File: src/rtl/mem_arbiter.sv
// Two-requester arbiter (0=core, 1=loader) for a single-port synchronous RAM.
// Define MEM_ARB_RR_EN for round-robin tie-breaking; the default is fixed priority, loader first.
module mem_arbiter #(
  parameter int unsigned ADDR_W = 32,
  parameter int unsigned DATA_W = 32
) (
  input  logic              clk,
  input  logic              rst,
  input  logic              req_0,
  input  logic              we_0,
  input  logic [ADDR_W-1:0] addr_0,
  input  logic [DATA_W-1:0] wdata_0,
  input  logic              lock_0,
  output logic              ack_0,
  output logic              rvalid_0,
  output logic [DATA_W-1:0] rdata_0,
  input  logic              req_1,
  input  logic              we_1,
  input  logic [ADDR_W-1:0] addr_1,
  input  logic [DATA_W-1:0] wdata_1,
  input  logic              lock_1,
  output logic              ack_1,
  output logic              rvalid_1,
  output logic [DATA_W-1:0] rdata_1,
  output logic [ADDR_W-1:0] ram_addr,
  output logic [DATA_W-1:0] ram_data,
  output logic              ram_wren,
  input  logic [DATA_W-1:0] ram_q,
  output logic              owner,
  output logic              locked
);

  typedef enum logic [1:0] {
    IDLE  = 2'd0,
    LOCK0 = 2'd1,
    LOCK1 = 2'd2
  } state_e;

  state_e            state_q, state_d;
  logic              owner_q, owner_d;
  logic [ADDR_W-1:0] last_addr_q, last_addr_d;
  logic              rvalid0_q, rvalid0_d;
  logic              rvalid1_q, rvalid1_d;
  logic [DATA_W-1:0] rdata0_q, rdata0_d;
  logic [DATA_W-1:0] rdata1_q, rdata1_d;
  logic              ack0, ack1;

  // Arbitration and lock state transitions
  always_comb begin
    state_d = state_q;
    ack0    = 1'b0;
    ack1    = 1'b0;
    unique case (state_q)
      IDLE: begin
        if (req_0 && req_1) begin
`ifdef MEM_ARB_RR_EN
          if (owner_q) ack0 = 1'b1;
          else         ack1 = 1'b1;
`else
          ack1 = 1'b1;
`endif
        end else if (req_1) begin
          ack1 = 1'b1;
        end else if (req_0) begin
          ack0 = 1'b1;
        end
        if (ack1 && lock_1)      state_d = LOCK1;
        else if (ack0 && lock_0) state_d = LOCK0;
      end
      LOCK0: begin
        ack0 = req_0;
        if (!lock_0) state_d = IDLE;
      end
      LOCK1: begin
        ack1 = req_1;
        if (!lock_1) state_d = IDLE;
      end
      default: state_d = IDLE;
    endcase
    // Reset takes effect on the outputs immediately, not at the next edge
    if (rst) begin
      ack0 = 1'b0;
      ack1 = 1'b0;
    end
  end

  // RAM-side mux and bookkeeping for the next cycle
  always_comb begin
    ram_addr    = last_addr_q;
    ram_data    = '0;
    ram_wren    = 1'b0;
    owner_d     = owner_q;
    rvalid0_d   = ack0 & ~we_0;
    rvalid1_d   = ack1 & ~we_1;
    rdata0_d    = rvalid0_q ? ram_q : rdata0_q;
    rdata1_d    = rvalid1_q ? ram_q : rdata1_q;
    if (ack1) begin
      ram_addr = addr_1;
      ram_data = wdata_1;
      ram_wren = we_1;
      owner_d  = 1'b1;
    end else if (ack0) begin
      ram_addr = addr_0;
      ram_data = wdata_0;
      ram_wren = we_0;
      owner_d  = 1'b0;
    end
    last_addr_d = ram_addr;
  end

  always_ff @(posedge clk or posedge rst) begin
    if (rst) begin
      state_q     <= IDLE;
      owner_q     <= 1'b0;
      last_addr_q <= '0;
      rvalid0_q   <= 1'b0;
      rvalid1_q   <= 1'b0;
      rdata0_q    <= '0;
      rdata1_q    <= '0;
    end else begin
      state_q     <= state_d;
      owner_q     <= owner_d;
      last_addr_q <= last_addr_d;
      rvalid0_q   <= rvalid0_d;
      rvalid1_q   <= rvalid1_d;
      rdata0_q    <= rdata0_d;
      rdata1_q    <= rdata1_d;
    end
  end

  assign ack_0    = ack0;
  assign ack_1    = ack1;
  assign rvalid_0 = rvalid0_q;
  assign rvalid_1 = rvalid1_q;
  // Read data is passed straight from the RAM while valid, otherwise held
  assign rdata_0  = rvalid0_q ? ram_q : rdata0_q;
  assign rdata_1  = rvalid1_q ? ram_q : rdata1_q;
  assign owner    = owner_q;
  assign locked   = (state_q == LOCK0) || (state_q == LOCK1);

endmodule
File: config.mk
export PLATFORM = sky130hd
export DESIGN_NAME = mem_arbiter
export DESIGN_NICKNAME = d
export VERILOG_FILES = /design/src/rtl/mem_arbiter.sv
export SDC_FILE = /design/constraint.sdc
export NUM_CORES = 1
export LEC_CHECK = 0
export CAP_MARGIN = 20
export CORE_AREA = 2 2 119 121
export CTS_CLUSTER_DIAMETER = 60
export DETAILED_ROUTE_END_ITERATION = 7
export DIE_AREA = 0 0 121 123
export GPL_TIMING_DRIVEN = 0
export PLACE_DENSITY_LB_ADDON = 0.08
export SYNTH_ARGS = -nofsm -noshare
export SYNTH_HDL_FRONTEND = slang
export SYNTH_SLANG_ARGS = --single-unit
File: constraint.sdc
create_clock -name clk -period 5.9 [get_ports clk]
set_input_delay 0.885 -clock clk [delete_from_list [all_inputs] [get_ports clk]]
set_output_delay 0.885 -clock clk [all_outputs]
set_load 0.05 [all_outputs]
Word-level counts from Yosys, hierarchy flattened
Cells that the tools add are included.
{"block": "op_classes", "reduce_logical": 7, "bitwise_logic": 4, "n_mux": 26, "n_eq_ne": 5}
{"op": "two-way mux 32 bit", "count": 6}
{"op": "two-way mux 1 bit", "count": 13}
{"op": "two-way mux 2 bit", "count": 4}
{"op": "one-hot mux 2 bit (3 select lines)", "count": 1}
{"op": "inequality test 2 bit (second input constant)", "count": 2}
{"op": "one-hot mux 1 bit (2 select lines)", "count": 2}
{"op": "logical AND 1 bit", "count": 3}
{"op": "inequality test 3 bit (second input constant)", "count": 1}
{"op": "AND reduction 3 bit", "count": 1}
{"op": "AND 1 bit", "count": 2}
{"op": "== test 2 x 1 -> 1 bit (second input constant)", "count": 1}
{"op": "== test 2 bit (second input constant)", "count": 1}
{"op": "zero test 2 bit", "count": 1}
{"op": "NOT 1 bit", "count": 2}
{"op": "nonzero test 2 bit", "count": 1}
{"op": "logical OR 1 bit", "count": 1}
{"block": "totals", "input_bits": 168, "reg_bits": 101, "output_inout_bits": 135}

Longest topological paths before layout
{"block": "depth", "ltp_word": 8, "mapped_depth": 10, "mapped_depth_nobuf": 7}

Least setup slack after synthesis
OpenSTA, ideal clock, no wires.
{"block": "synth_path", "path_type": "input-to-output", "startpoint": "input rst", "endpoint": "output ram_data[22]", "required_ns": 5.015, "path_slack_ns": -0.052, "cell_stages": 7, "t_arrival_ns": 5.067, "n_path_buf": 2, "path_cell_list": "inv_1 -> o211ai_1 -> inv_2 -> buf_2 -> clkbuf_1 -> nand2_1 -> nand2_1"}
{"element": "start, declared", "line_no": "8", "rtl": "input logic rst,"}
{"element": "two-way mux 1 bit", "line_no": "81", "rtl": "if (rst) begin"}
{"element": "named net ack_1", "line_no": "22", "rtl": "output logic ack_1,"}
{"element": "two-way mux 32 bit", "line_no": "97", "rtl": "if (ack1) begin"}
{"element": "end, declared", "line_no": "26", "rtl": "output logic [DATA_W-1:0] ram_data,"}
The timed path passes the listed nets, and every way through them passes these cells.

Worst setup path in the final report
{"block": "layout_path", "startpoint": "input rst", "endpoint": "output ram_data[10]"}
{"block": "layout_via", "elab_chain_len": 3}
{"element": "two-way mux 1 bit", "line_no": "81"}
{"element": "two-way mux 32 bit", "line_no": "102", "rtl": "end else if (ack0) begin"}
{"element": "two-way mux 32 bit (*)", "line_no": "97"}
Mark *: on every way between the ends. The rest lies on a longest branch, timed or not.

==> summary.md <==
| Metric | Value |
|---|---|
| Syn avg cell area | roughly 12 um2 |
| Register bit count reported by yosys | slightly above 100 |
| CP Launch Type | input pin |
| Syn Inst Count | a little under 400 |
| Placed instance area | about 7800 um2 |
| Min Tclk post-route | roughly 5.2 ns |
| Bufs and invs on worst path | 6 |
| Synth Cell Area | ~4500 um2 |
| Synth Net Count | between 500 and 600 |
| Final WS setup | approximately 0.74 ns |
| CTS clk-pin slew, worst paths | roughly 0.07 ns |
| Dpl hpwl | 12700 um |
| Final setup viols | 0 |
| Root Driver | clkbuf_16 |
| # DRC | 0 |
| Number of global-route vias before repair | between 4000 and 5000 |
| Layout cells sized above 1 | a little over an eighth |
| Cts repair resizes | 0 |
| Mux cell area share after synthesis | between 10% and 20% |
| Hold buffers post-CTS | 0 |
| Number of port buffers | about 300 |
| Post-route ant nets | 0 |
| Core Area | roughly 14000 um2 |
| Finished layout cell area | 8120 um2 |
| Routed vias | approximately 4300 |
| Post-Route WL | 16100 um |
| Fin crit share | between 80% and 90% |
| Full die area | 14900 um2 |
| Placement Rows | 43 |
| Synth Area in XOR/XNOR | 0% |
| MaxCap Viol Count | 0 |
| Worst hold path class | reg2reg |
| Avg Vias per Cell | around 4.9 |
| Routability cong. | between 0.7 and 0.8 |
| HP Start | owner$_DFFE_PP0P_ |
| CTS tree | done |
| CTS Buffer Depth | 2 |
| Outcome | finished, final reports clean |
| Total placed cells including tap cells | between 800 and 900 |
| Reg2reg end | last_addr_q[26]$_DFF_PP0_ |
| Final Skew | 0.00723 ns |
| WP data required | between 5 and 6 ns |
| Hold path cells | 2 |
| Syn. warnings | 0 |
| Initial antenna violation count | 0 |
| Fin cells | roughly 890 |
| Initial DRC Count | between 150 and 200 |
| Fmax | between 150 and 200 MHz |
| Leakage Power | between 3 and 4 nW |
| Final Hold Viols | 0 |
| Slowest cell on crit path | clkdlybuf4s50_1 |
| CTS sink count | approximately 100 |
| Worst Setup End Kind | primary output |
| Commonest non-fill, non-tap cell in the layout | clkdlybuf4s50_1 |
| DR pass1 iterations | 4 |
| Post-Synth Simple-Gate Area | 14.8% |
| ANT cells | 0 |
| Slowest stage delay, CP | between 0.8 and 0.9 ns |
| Max_slew headroom | slightly below 60% |
| Hold EP | owner$_DFFE_PP0P_ |
| Clk Latency, worst-skew pair | between 0.3 and 0.4 ns |
| Setup bufs post-CTS | 0 |
| Worst vdd ir | ~310 uV |
| Final Slew Violations | 0 |
| Seq/Total Area, Yosys | approximately 56% |
| Worst EP arrival | approximately 4.3 ns |
| Most frequent CP cell | clkdlybuf4s50_1 |
| Worst Tran Pin Value | 0.627 ns |
| GRT Total Usage | between 20% and 30% |
| Global-route wire length before repair | between 20000 and 25000 um |
| IO Pins | 303 |
| CTS H-tree lvls | 3 |
| Pwr/cell area | ~620 nW/um2 |
| Pre-CTS setup slack | a little over 0.6 ns |
| Setup TNS | 0 ns |
| Largest family of logic cells by synthesized area | multiplexers |
| Die Span Y | around 120 um |
| Largest net degree at the start of global routing | 45 |
| Critical R2R Launch | state_q[1]$_DFFE_PP0P_ |
| Final #Nets | around 880 |
| Worst path cell trace | clkdlybuf4s50_1 -> clkinvlp_4 -> buf_12 -> o211ai_1 -> buf_2 -> buf_1 -> nand3_1 -> nand2_1 -> clkdlybuf4s50_1 |
| Final hold slack | roughly 0.50 ns |
| RSZ-0062 raised after global routing | no |
| Post-Synth Adder-Cell Area | under 10% |
| Most frequent cells in the layout | clkdlybuf4s50_1, dfrtp_1, nand2_1 |
| R2r setup slk | ~3.6 ns |
| Initial Util | roughly a third |
| Area grow syn2layout | 80.2% |
| Worst Reg-to-Reg Cells | 7 |
| Worst setup path category | in2out |
| Avg WL per Cell | 18.2 um |
| Synth Area in Compound Gates | under 10% |
| Num CTS Buffers | 9 |
| Synth unique cells | 20 |
| Crit path max-delay family | buffers and inverters |
| Die width | about 120 um |
| Pwr Total | about 5 mW |
| Max FO, Critical Path | 39 |
| Final core occ | 59.7% |
| Congestion Overflow GR | 0 |
## how the worst max path moves through the flow
stage	end	cells past startpoint	from
after floorplan	ram_data[22]	7	rst
after global placement	ram_data[3]	8	rst
after detailed placement	ram_data[29]	9	rst
after CTS	ram_data[29]	9	rst
after global routing	ram_data[29]	9	rst
final	ram_data[10]	9	rst
## metal layers
layer / part of all wire (%) / routed length, um / vias to the layer above / GRT usage, %
met5: 0 / 0 / - / 0
met4: 1.6 / 257 / 0 / 6.54
met3: 7.8 / 1260 / 16 / 7.66
met2: 51 / 8210 / 171 / 36.7
met1: 40 / 6390 / 2112 / 24.3
li1: - / - / 2014 / -
## power by group
group	switching, mW	internal [mW]	total [mW]
registers	0.0908	1.02	1.11
logic	2.12	1.13	3.25
clock network	0.271	0.373	0.644
## worst min-delay path: cells and delay by family (launching register included)
family        cells  cell delay (ns)
flops             1             0.36
simple gates      2             0.10
## cell families after synthesis
| kind of cell | Yosys count |
|---|---|
| muxes | 65 |
| buffers and inverters | 37 |
| adders and majority gates | 4 |
| AOI/OAI and AO/OA | 38 |
| DFF | 101 |
| and+or+nand+nor | 143 |
## sequential cells by signal, indices dropped and copies added, names as in the netlist
register,count
rvalid_1,1
rdata0_q,32
rvalid_0,1
last_addr_q,32
state_q,2
rdata1_q,32
owner,1
## layout make-up
cell class | instances | area, um2
Tap cell | 180 | 225
Inverter | 5 | 22.5
Sequential cell | 101 | 2530
Multi-Input combinational cell | 250 | 1820
Fill cell | 1153 | 5490
Timing Repair Buffer | 304 | 3060
Buffer | 32 | 145
Clock buffer | 9 | 225
Clock inverter | 7 | 97.6
## cells in the mapped netlist (all sizes together)
| cell type | n | area share (%) |
|---|---|---|
| nand3 | 35 | 3.9 |
| a21o | 1 | 0.17 |
| a22oi | 1 | 0.17 |
| buf | 19 | 2.1 |
| dfrtp | 101 | 56 |
| o211ai | 4 | 0.78 |
| inv | 5 | 0.42 |
| and3 | 32 | 4.4 |
| mux2i | 1 | 0.22 |
| ha | 4 | 1.1 |
| nand2 | 72 | 6.0 |
| a221o | 32 | 7.1 |
| mux2 | 64 | 16 |
| clkbuf | 13 | 1.1 |
| nor2 | 3 | 0.25 |
| and3b | 1 | 0.19 |
Note: power is estimated with default switching activity, not from simulation.
